## src/rtl/vga_fb_pkg.sv

```systemverilog
// Shared framebuffer constants and types for the vga fetch path.
// Defaults also match the vga module and the linker map.
package vga_fb_pkg;

  typedef enum logic [1:0] {
    IDLE,
    RUN,
    DONE
  } fb_state_t;

  localparam logic [31:0] FB_BASE_DEF = 32'h0000_1000;
  localparam int FB_WORDS_DEF = 19200;
  localparam int PIX_W_DEF = 2;
  localparam int FIFO_DEPTH_DEF = 16;
  localparam int PIX_PER_WORD = 32 / PIX_W_DEF;

  function automatic int pix_per_word(input int pw);
    return 32 / pw;
  endfunction

endpackage

```

## src/rtl/vga_fb_fetch_fifo.sv

```systemverilog
// Synchronous word FIFO with flush; read data is the current head.
// Reset and flush are synchronous and active-high.
module sync_fifo #(
  parameter int WIDTH = 32,
  parameter int DEPTH = 16
) (
  input  logic                       clk,
  input  logic                       reset,
  input  logic                       push,
  input  logic [WIDTH-1:0]           wdata,
  input  logic                       pop,
  input  logic                       flush,
  output logic [WIDTH-1:0]           rdata,
  output logic                       full,
  output logic                       empty,
  output logic [$clog2(DEPTH):0]     count
);

  localparam int AW = $clog2(DEPTH);

  logic [WIDTH-1:0] mem [DEPTH];
  logic [AW-1:0]    wr_ptr;
  logic [AW-1:0]    rd_ptr;
  logic             do_push;
  logic             do_pop;

  assign full    = count == (AW+1)'(DEPTH);
  assign empty   = count == '0;
  assign do_push = push && (!full || pop);
  assign do_pop  = pop && !empty;
  assign rdata   = mem[rd_ptr];

  always_ff @(posedge clk) begin
    if (reset || flush) begin
      wr_ptr <= '0;
      rd_ptr <= '0;
      count  <= '0;
    end else begin
      if (do_push) wr_ptr <= wr_ptr + 1'b1;
      if (do_pop)  rd_ptr <= rd_ptr + 1'b1;
      unique case ({do_push, do_pop})
        2'b10:   count <= count + 1'b1;
        2'b01:   count <= count - 1'b1;
        default: count <= count;
      endcase
    end
  end

  always_ff @(posedge clk) begin
    if (do_push) mem[wr_ptr] <= wdata;
  end

endmodule

```

## src/rtl/vga_fb_fetch.sv

```systemverilog
// Framebuffer prefetch: steals idle dmem cycles to fill a word FIFO
// and streams unpacked pixels to the vga generator.
module vga_fb_fetch
  import vga_fb_pkg::*;
#(
  parameter logic [31:0] FB_BASE    = FB_BASE_DEF,
  parameter int          FB_WORDS   = FB_WORDS_DEF,
  parameter int          PIX_W      = PIX_W_DEF,
  parameter int          FIFO_DEPTH = FIFO_DEPTH_DEF
) (
  input  logic             clk,
  input  logic             reset,
  input  logic             arm_req,
  input  logic [31:0]      arm_addr,
  output logic [31:0]      mem_addr,
  input  logic [31:0]      mem_rdata,
  input  logic             frame_start,
  input  logic             pix_ready,
  output logic             pix_valid,
  output logic [PIX_W-1:0] pix_data,
  output logic             underflow
);

  localparam int PPW = pix_per_word(PIX_W);
  localparam int IW  = (PPW > 1) ? $clog2(PPW) : 1;
  localparam int WW  = $clog2(FB_WORDS + 1);
  localparam int CW  = $clog2(FIFO_DEPTH) + 1;

  fb_state_t     state_q;
  fb_state_t     state_d;
  logic [31:0]   fetch_addr;
  logic [WW-1:0] words;
  logic [IW-1:0] idx;
  logic [31:0]   fifo_rdata;
  logic [CW-1:0] fifo_count;
  logic          fifo_empty;
  logic          fifo_full;
  logic          fetch;
  logic          push;
  logic          last_word;
  logic          last_pix;
  logic          pix_pop;
  logic          word_pop;
  logic [31:0]   shifted;

  assign mem_addr  = arm_req ? arm_addr : fetch_addr;
  assign fetch     = (state_q == RUN) && !arm_req
                     && (fifo_count < CW'(FIFO_DEPTH));
  assign push      = fetch && !frame_start;
  assign last_word = words == WW'(FB_WORDS - 1);

  // The unpacker is a view of the FIFO head; the word leaves
  // the FIFO only when its last pixel is consumed.
  assign pix_valid = !fifo_empty;
  assign pix_pop   = pix_valid && pix_ready;
  assign last_pix  = idx == IW'(PPW - 1);
  assign word_pop  = pix_pop && last_pix && !frame_start;
  assign shifted   = fifo_rdata >> (PIX_W * int'(idx));
  assign pix_data  = pix_valid ? shifted[PIX_W-1:0] : '0;

  sync_fifo #(
    .WIDTH(32),
    .DEPTH(FIFO_DEPTH)
  ) u_fifo (
    .clk  (clk),
    .reset(reset),
    .push (push),
    .wdata(mem_rdata),
    .pop  (word_pop),
    .flush(frame_start),
    .rdata(fifo_rdata),
    .full (fifo_full),
    .empty(fifo_empty),
    .count(fifo_count)
  );

  always_ff @(posedge clk) begin
    if (reset) state_q <= IDLE;
    else       state_q <= state_d;
  end

  always_comb begin
    state_d = state_q;
    unique case (1'b1)
      frame_start:                      state_d = RUN;
      !frame_start && fetch && last_word: state_d = DONE;
      default: ;
    endcase
  end

  // Address wraps to the base after the last word of the frame.
  always_ff @(posedge clk) begin
    if (reset || frame_start) begin
      fetch_addr <= FB_BASE;
      words      <= '0;
      idx        <= '0;
    end else begin
      if (fetch) begin
        words      <= words + 1'b1;
        fetch_addr <= last_word ? FB_BASE : fetch_addr + 32'd4;
      end
      if (pix_pop) idx <= last_pix ? '0 : idx + 1'b1;
    end
  end

  always_ff @(posedge clk) begin
    if (reset || frame_start)
      underflow <= 1'b0;
    else if (state_q != IDLE && pix_ready && !pix_valid)
      underflow <= 1'b1;
  end

  always_ff @(posedge clk) begin
    if (!reset) assert (!(push && fifo_full));
  end

endmodule

```

## config.mk

```make
export PLATFORM = sky130hd
export DESIGN_NAME = vga_fb_fetch
export DESIGN_NICKNAME = d
export VERILOG_FILES = /design/src/rtl/vga_fb_pkg.sv /design/src/rtl/vga_fb_fetch_fifo.sv /design/src/rtl/vga_fb_fetch.sv
export SDC_FILE = /design/constraint.sdc
export NUM_CORES = 1
export LEC_CHECK = 0
export CAP_MARGIN = 20
export CORE_ASPECT_RATIO = 0.8
export CORE_UTILIZATION = 60
export CTS_CLUSTER_DIAMETER = 100
export DETAILED_ROUTE_END_ITERATION = 6
export PLACE_DENSITY = 0.79
export RECOVER_POWER = 25
export SYNTH_ARGS = -nofsm -noshare
export SYNTH_HDL_FRONTEND = slang
export SYNTH_HIERARCHICAL = 1
export SYNTH_SLANG_ARGS = --single-unit
```

## constraint.sdc

```tcl
create_clock -name clk -period 11.2 [get_ports clk]
set_clock_uncertainty 0.05 [all_clocks]
set_input_delay 2.8 -clock clk [delete_from_list [all_inputs] [get_ports clk]]
set_output_delay 2.8 -clock clk [all_outputs]
set_load 0.03 [all_outputs]
```

==> results.json, run 1 <==
{
  "status": "finished, final reports clean",
  "multi_input_area_sq_um": 6150,
  "h-tree-depth": 2,
  "synthCells": 1253,
  "cts_buffers": 53,
  "final-seq-area_sq_um": 16800,
  "layout-drive-gt1-share_pct": 20.8,
  "syn_avg_cell_area_sq_um": 18.5,
  "p_leak_uw": 0.00823,
  "netlist_area_sq_um": 23200,
  "cts_sinks": 581,
  "tns_ps": 0,
  "drc": 0,
  "drt_pre_antenna_iters": 5,
  "initial_utilization_pct": 60.8,
  "dieArea_sq_um": 39500,
  "cp-end-kind": "output port",
  "worst_pin_slew_ps": 1180,
  "rsz0062_at_grt": "no",
  "timing.fmax_mhz": 126,
  "dr_total_vias": 12460,
  "fp.dieW_um": 222,
  "antenna_found_initial": 2,
  "startpoint_type": "flop",
  "antenna_cells": 0,
  "crit_type": "flop to output port",
  "relSlewSlack_pct": 21.4,
  "arrival_ps": 5110,
  "grt_overflow_total": 0,
  "post-route-util_pct": 69.7,
  "cp_cell_sequence": "buf_4 > buf_4 > mux4_2 > a22oi_1 > nand2_1 > mux4_2 > nor2b_1 > a211oi_1 > a211oi_1 > clkdlybuf4s50_1",
  "routed-wl-met2_um": 25700,
  "top_layer": "met5",
  "wl_met1_um": 19300,
  "nets": 1446,
  "die_height_um": 178,
  "cts_resized": 0,
  "finalHoldViolations": 0,
  "setup_viol_count_final": 0,
  "grt_max_degree": 99,
  "critical_path.max_stage_delay_ps": 810,
  "cellPowerDensity_nw_per_um2": 158,
  "hold_path_class": "flop to flop",
  "fillCellCount": 2288,
  "finalCriticalPeriod_ps": 7960,
  "cap_violations": 0,
  "first_global_vias": 12329,
  "area_delta_synth_final_pct": 14.8,
  "cp_max_fo": 50,
  "rows": 64,
  "postRouteAntennaNets": 0,
  "detail_route.iter0.violations": 1288,
  "io_buffers": 104,
  "ctsRootBufferMaster": "clkbuf_16",
  "synth_nets": 1334,
  "vdd_drop_max_uv": 145,
  "clkLatencyLatePin_ps": 590,
  "cts_tree": "built",
  "met3_length_um": 4150,
  "layout.cells.most_common": "edfxtp_1",
  "grt.total_usage_pct": 25.8,
  "final_cell_mix": "edfxtp_1 (512), mux4_2 (136), clkdlybuf4s50_1 (85)",
  "wire_per_inst_um": 26.5,
  "vias_per_cell": 6.54,
  "fin_crit_sh_pct": 71.1,
  "cts_buffer_depth": 3,
  "critPathRequiredTime_ps": 8350,
  "cts_hold_buf": 0,
  "report.final.slew_viol_count": 0,
  "core_sq_um": 38200,
  "clkTransAtPathRegs_ps": 70,
  "pin_count": 105,
  "grt_first_pass_wirelength_um": 74300,
  "hpwlAfterDp_um": 26100,
  "globalplace.congestion": 0.791,
  "postRouteWirelength_um": 50600,
  "ys_warn_count": 6,
  "slowest_stage": "dfxtp_4",
  "cts_setup_buffers": 0
}
[worst paths after layout]
kind             start           endpoint  slack (ps)  depth (start not counted)
max               flop        pix_data[1]        3240                         10
min          underflow          underflow         410                          2
max reg2reg     idx[0]  u_fifo/mem[0][18]        7080                          7
min reg2reg  underflow          underflow         410                          2
[power by group]
| group | internal, uW | switching [uW] | total (uW) |
|---|---|---|---|
| sequential | 2360 | 1.79 | 2360 |
| clock | 970 | 778 | 1750 |
| combinational | 44.3 | 60.3 | 105 |
[state kept, by name, indices dropped and copies added, names as in the netlist, named ones only]
signal         count
fetch_addr        30
idx                4
state_q            2
u_fifo/count       5
u_fifo/mem       512
u_fifo/rd_ptr      4
u_fifo/wr_ptr      4
underflow          1
words             15
[layout make-up]
class                           instances  area share [%]
Clock buffer                           66            5.16
Clock inverter                         34            1.14
Inverter                               14           0.197
Multi-Input combinational cell        591            23.1
Sequential cell                       581            62.9
Tap cell                              495            2.33
Timing Repair Buffer                  124            5.15
[per-layer routing]
layer / vias up / track usage (%)
met5: - / 0
met4: 2 / 8.85
met3: 114 / 4.44
met2: 594 / 43.6
met1: 6379 / 34.3
li1: 5371 / -
[worst max-delay path, delay by kind of cell, from the launching register on]
| kind | cells | cell delay, ps |
|---|---|---|
| buffers and inverters | 3 | 1840 |
| muxes | 2 | 910 |
| DFF | 1 | 810 |
| AOI/OAI and AO/OA | 3 | 630 |
| and+or+nand+nor | 2 | 280 |
[metrics by stage]
stage	hold WS [ps]	setup WS [ps]	cell area (sq um)	std cells	total power (uW)
2_1_floorplan	397	4550	23200	1253	2440
3_3_place_gp	392	3760	24700	1793	2500
3_5_place_dp	397	3700	24800	1798	2510
4_1_cts	407	3180	26500	1898	4230
5_1_grt	430	3030	26600	1905	4320
6_report	406	3240	26600	1905	4210
Note: power is estimated with default switching activity, not from simulation.
==> inputs of run 2 (changes only) <==
clock period = 7.55 ns   (was 11.2 ns; I/O delays follow)
==> run 2 against run 1 <==
Effect of this change: design area fell by 0.13%; via count rose by 1.4%; final cell count rose by 0.16%; first-iteration DRC count rose by 12%; clock-buffer cell count fell by 3; wire length barely moved; core utilization fell by 0.092 points; flip-flop and latch count did not move; die area did not move; highest routed layer is now met4.
==> results.json, run 2 (synthesis gave the netlist of run 1 again) <==
{
  "top_layer": "met4",
  "rsz0062_at_grt": "no",
  "initial_utilization_pct": 60.8,
  "setup_viol_count_final": 0,
  "hpwlAfterDp_um": 26700,
  "antenna_found_initial": 2,
  "io_buffers": 104,
  "placedCellCount": 1806,
  "critPathRequiredTime_ps": 5610,
  "globalplace.congestion": 0.817,
  "postRouteAntennaNets": 0,
  "drc": 0,
  "cts_hold_buf": 0,
  "hold_end": "underflow",
  "finalPower_uw": 6280,
  "worst_pin_slew_ps": 1170,
  "regToRegEndpoint": "u_fifo/mem[1][16]",
  "vdd_drop_max_uv": 207,
  "h-tree-depth": 2,
  "nets": 1449,
  "p_leak_uw": 0.00824,
  "cellPowerDensity_nw_per_um2": 236,
  "pin_count": 105,
  "cts_sinks": 581,
  "finalNonFillerCells": 1908,
  "ctsRootBufferMaster": "clkbuf_16",
  "crit_type": "flop to output port",
  "cts_resized": 0,
  "wire_per_inst_um": 26.5,
  "cp_cell_sequence": "buf_4 > mux4_2 > a22oi_1 > nand2_1 > mux4_2 > nor2b_1 > a211oi_1 > a211oi_1 > clkdlybuf4s50_1",
  "drt_pre_antenna_iters": 7,
  "grt_first_pass_wirelength_um": 75100,
  "r2r_slack_ps": 3040,
  "core_sq_um": 38200,
  "first_global_vias": 12288,
  "timing.fmax_mhz": 161,
  "grt_overflow_total": 0,
  "met3_length_um": 4430,
  "arrival_ps": 4260,
  "clkTransAtPathRegs_ps": 60,
  "top_register": "u_fifo/mem",
  "routed-wl-met2_um": 24900,
  "finalHoldViolations": 0,
  "layout.cells.most_common": "edfxtp_1",
  "largest_reg_flops": 512,
  "cp-end-kind": "output port",
  "r2r_start": "idx[0]",
  "final_cell_mix": "edfxtp_1 (512), mux4_2 (136), clkdlybuf4s50_1 (85)",
  "status": "finished, final reports clean",
  "fp.dieW_um": 222,
  "report.final.slew_viol_count": 0,
  "reg2reg_depth": 7,
  "hold_path_depth": 2,
  "relSlewSlack_pct": 21.7,
  "hold_start": "underflow",
  "fin_crit_sh_pct": 82.1,
  "critical_path.max_stage_delay_ps": 780,
  "grt.total_usage_pct": 26.1,
  "detail_route.iter0.violations": 1448,
  "grt_max_degree": 69,
  "vias_per_cell": 6.62,
  "startpoint_type": "flop",
  "cp_max_fo": 47,
  "cap_violations": 0,
  "cts_setup_buffers": 0,
  "postRouteWirelength_um": 50600,
  "finalCriticalPeriod_ps": 6200,
  "cts_tree": "built",
  "rows": 64,
  "wl_met1_um": 20200,
  "area_delta_synth_final_pct": 14.6,
  "hold_path_class": "flop to flop",
  "dieArea_sq_um": 39500,
  "post-route-util_pct": 69.6,
  "die_height_um": 178,
  "fillCellCount": 2344,
  "clkLatencyLatePin_ps": 580,
  "reg.largest.list": "u_fifo/mem: 512 flops, fetch_addr: 30 flops, words: 15 flops",
  "layout-drive-gt1-share_pct": 20.8,
  "tns_ps": 0,
  "slowest_stage": "dfxtp_4",
  "cts_buffer_depth": 3,
  "dr_total_vias": 12630,
  "cts_buffers": 53
}
==> run 2: worst max-delay path, delay by kind of cell (launching register included) <==
kind	cells	cell delay (ps)
flip-flops	1	780
buffers and inverters	2	1120
AO/OA/AOI/OAI	3	560
AND/OR/NAND/NOR	2	260
multiplexers	2	890
==> run 2: metrics by stage <==
| step | area (sq um) | hold slack, ps | setup slack (ps) |
|---|---|---|---|
| 2_1_floorplan | 23200 | 397 | 2720 |
| 3_3_place_gp | 24800 | 390 | 1930 |
| 3_5_place_dp | 24800 | 395 | 1880 |
| 4_1_cts | 26600 | 404 | 1330 |
| 5_1_grt | 26600 | 432 | 1160 |
| 6_report | 26600 | 403 | 1350 |
==> run 2: worst max-delay path by stage <==
stage                     startpoint            to  slack, ps
after floorplan              arm_req  mem_addr[15]       2720
after global placement       arm_req  mem_addr[21]       1930
after detailed placement     arm_req  mem_addr[19]       1880
after CTS                       flop   pix_data[0]       1330
after global routing            flop   pix_data[0]       1160
final                           flop   pix_data[0]       1350
==> run 2: final cells by class <==
type	instances	area, sq um	area share (%)
Sequential cell	581	16800	63.0
Tap cell	495	619	2.33
Multi-Input combinational cell	591	6150	23.1
Timing Repair Buffer	127	1300	4.90
Clock buffer	63	1360	5.13
Inverter	14	52.6	0.198
Clock inverter	35	343	1.29
Antenna cell	2	5.00	0.0188
==> run 2: routing by layer <==
metal	up-vias	GRT usage [%]
li1	5390	-
met1	6561	36.9
met2	600	42.8
met3	79	4.30
met4	0	7.09
met5	-	0
==> run 2: power by group <==
| part | internal [uW] | leakage [uW] | total (uW) | switching (uW) |
|---|---|---|---|---|
| logic | 66.0 | 0.00225 | 156 | 89.8 |
| registers | 3500 | 0.00516 | 3500 | 2.45 |
| clock network | 1500 | 0.000830 | 2630 | 1130 |
| total | 5060 | 0.00824 | 6280 | 1220 |
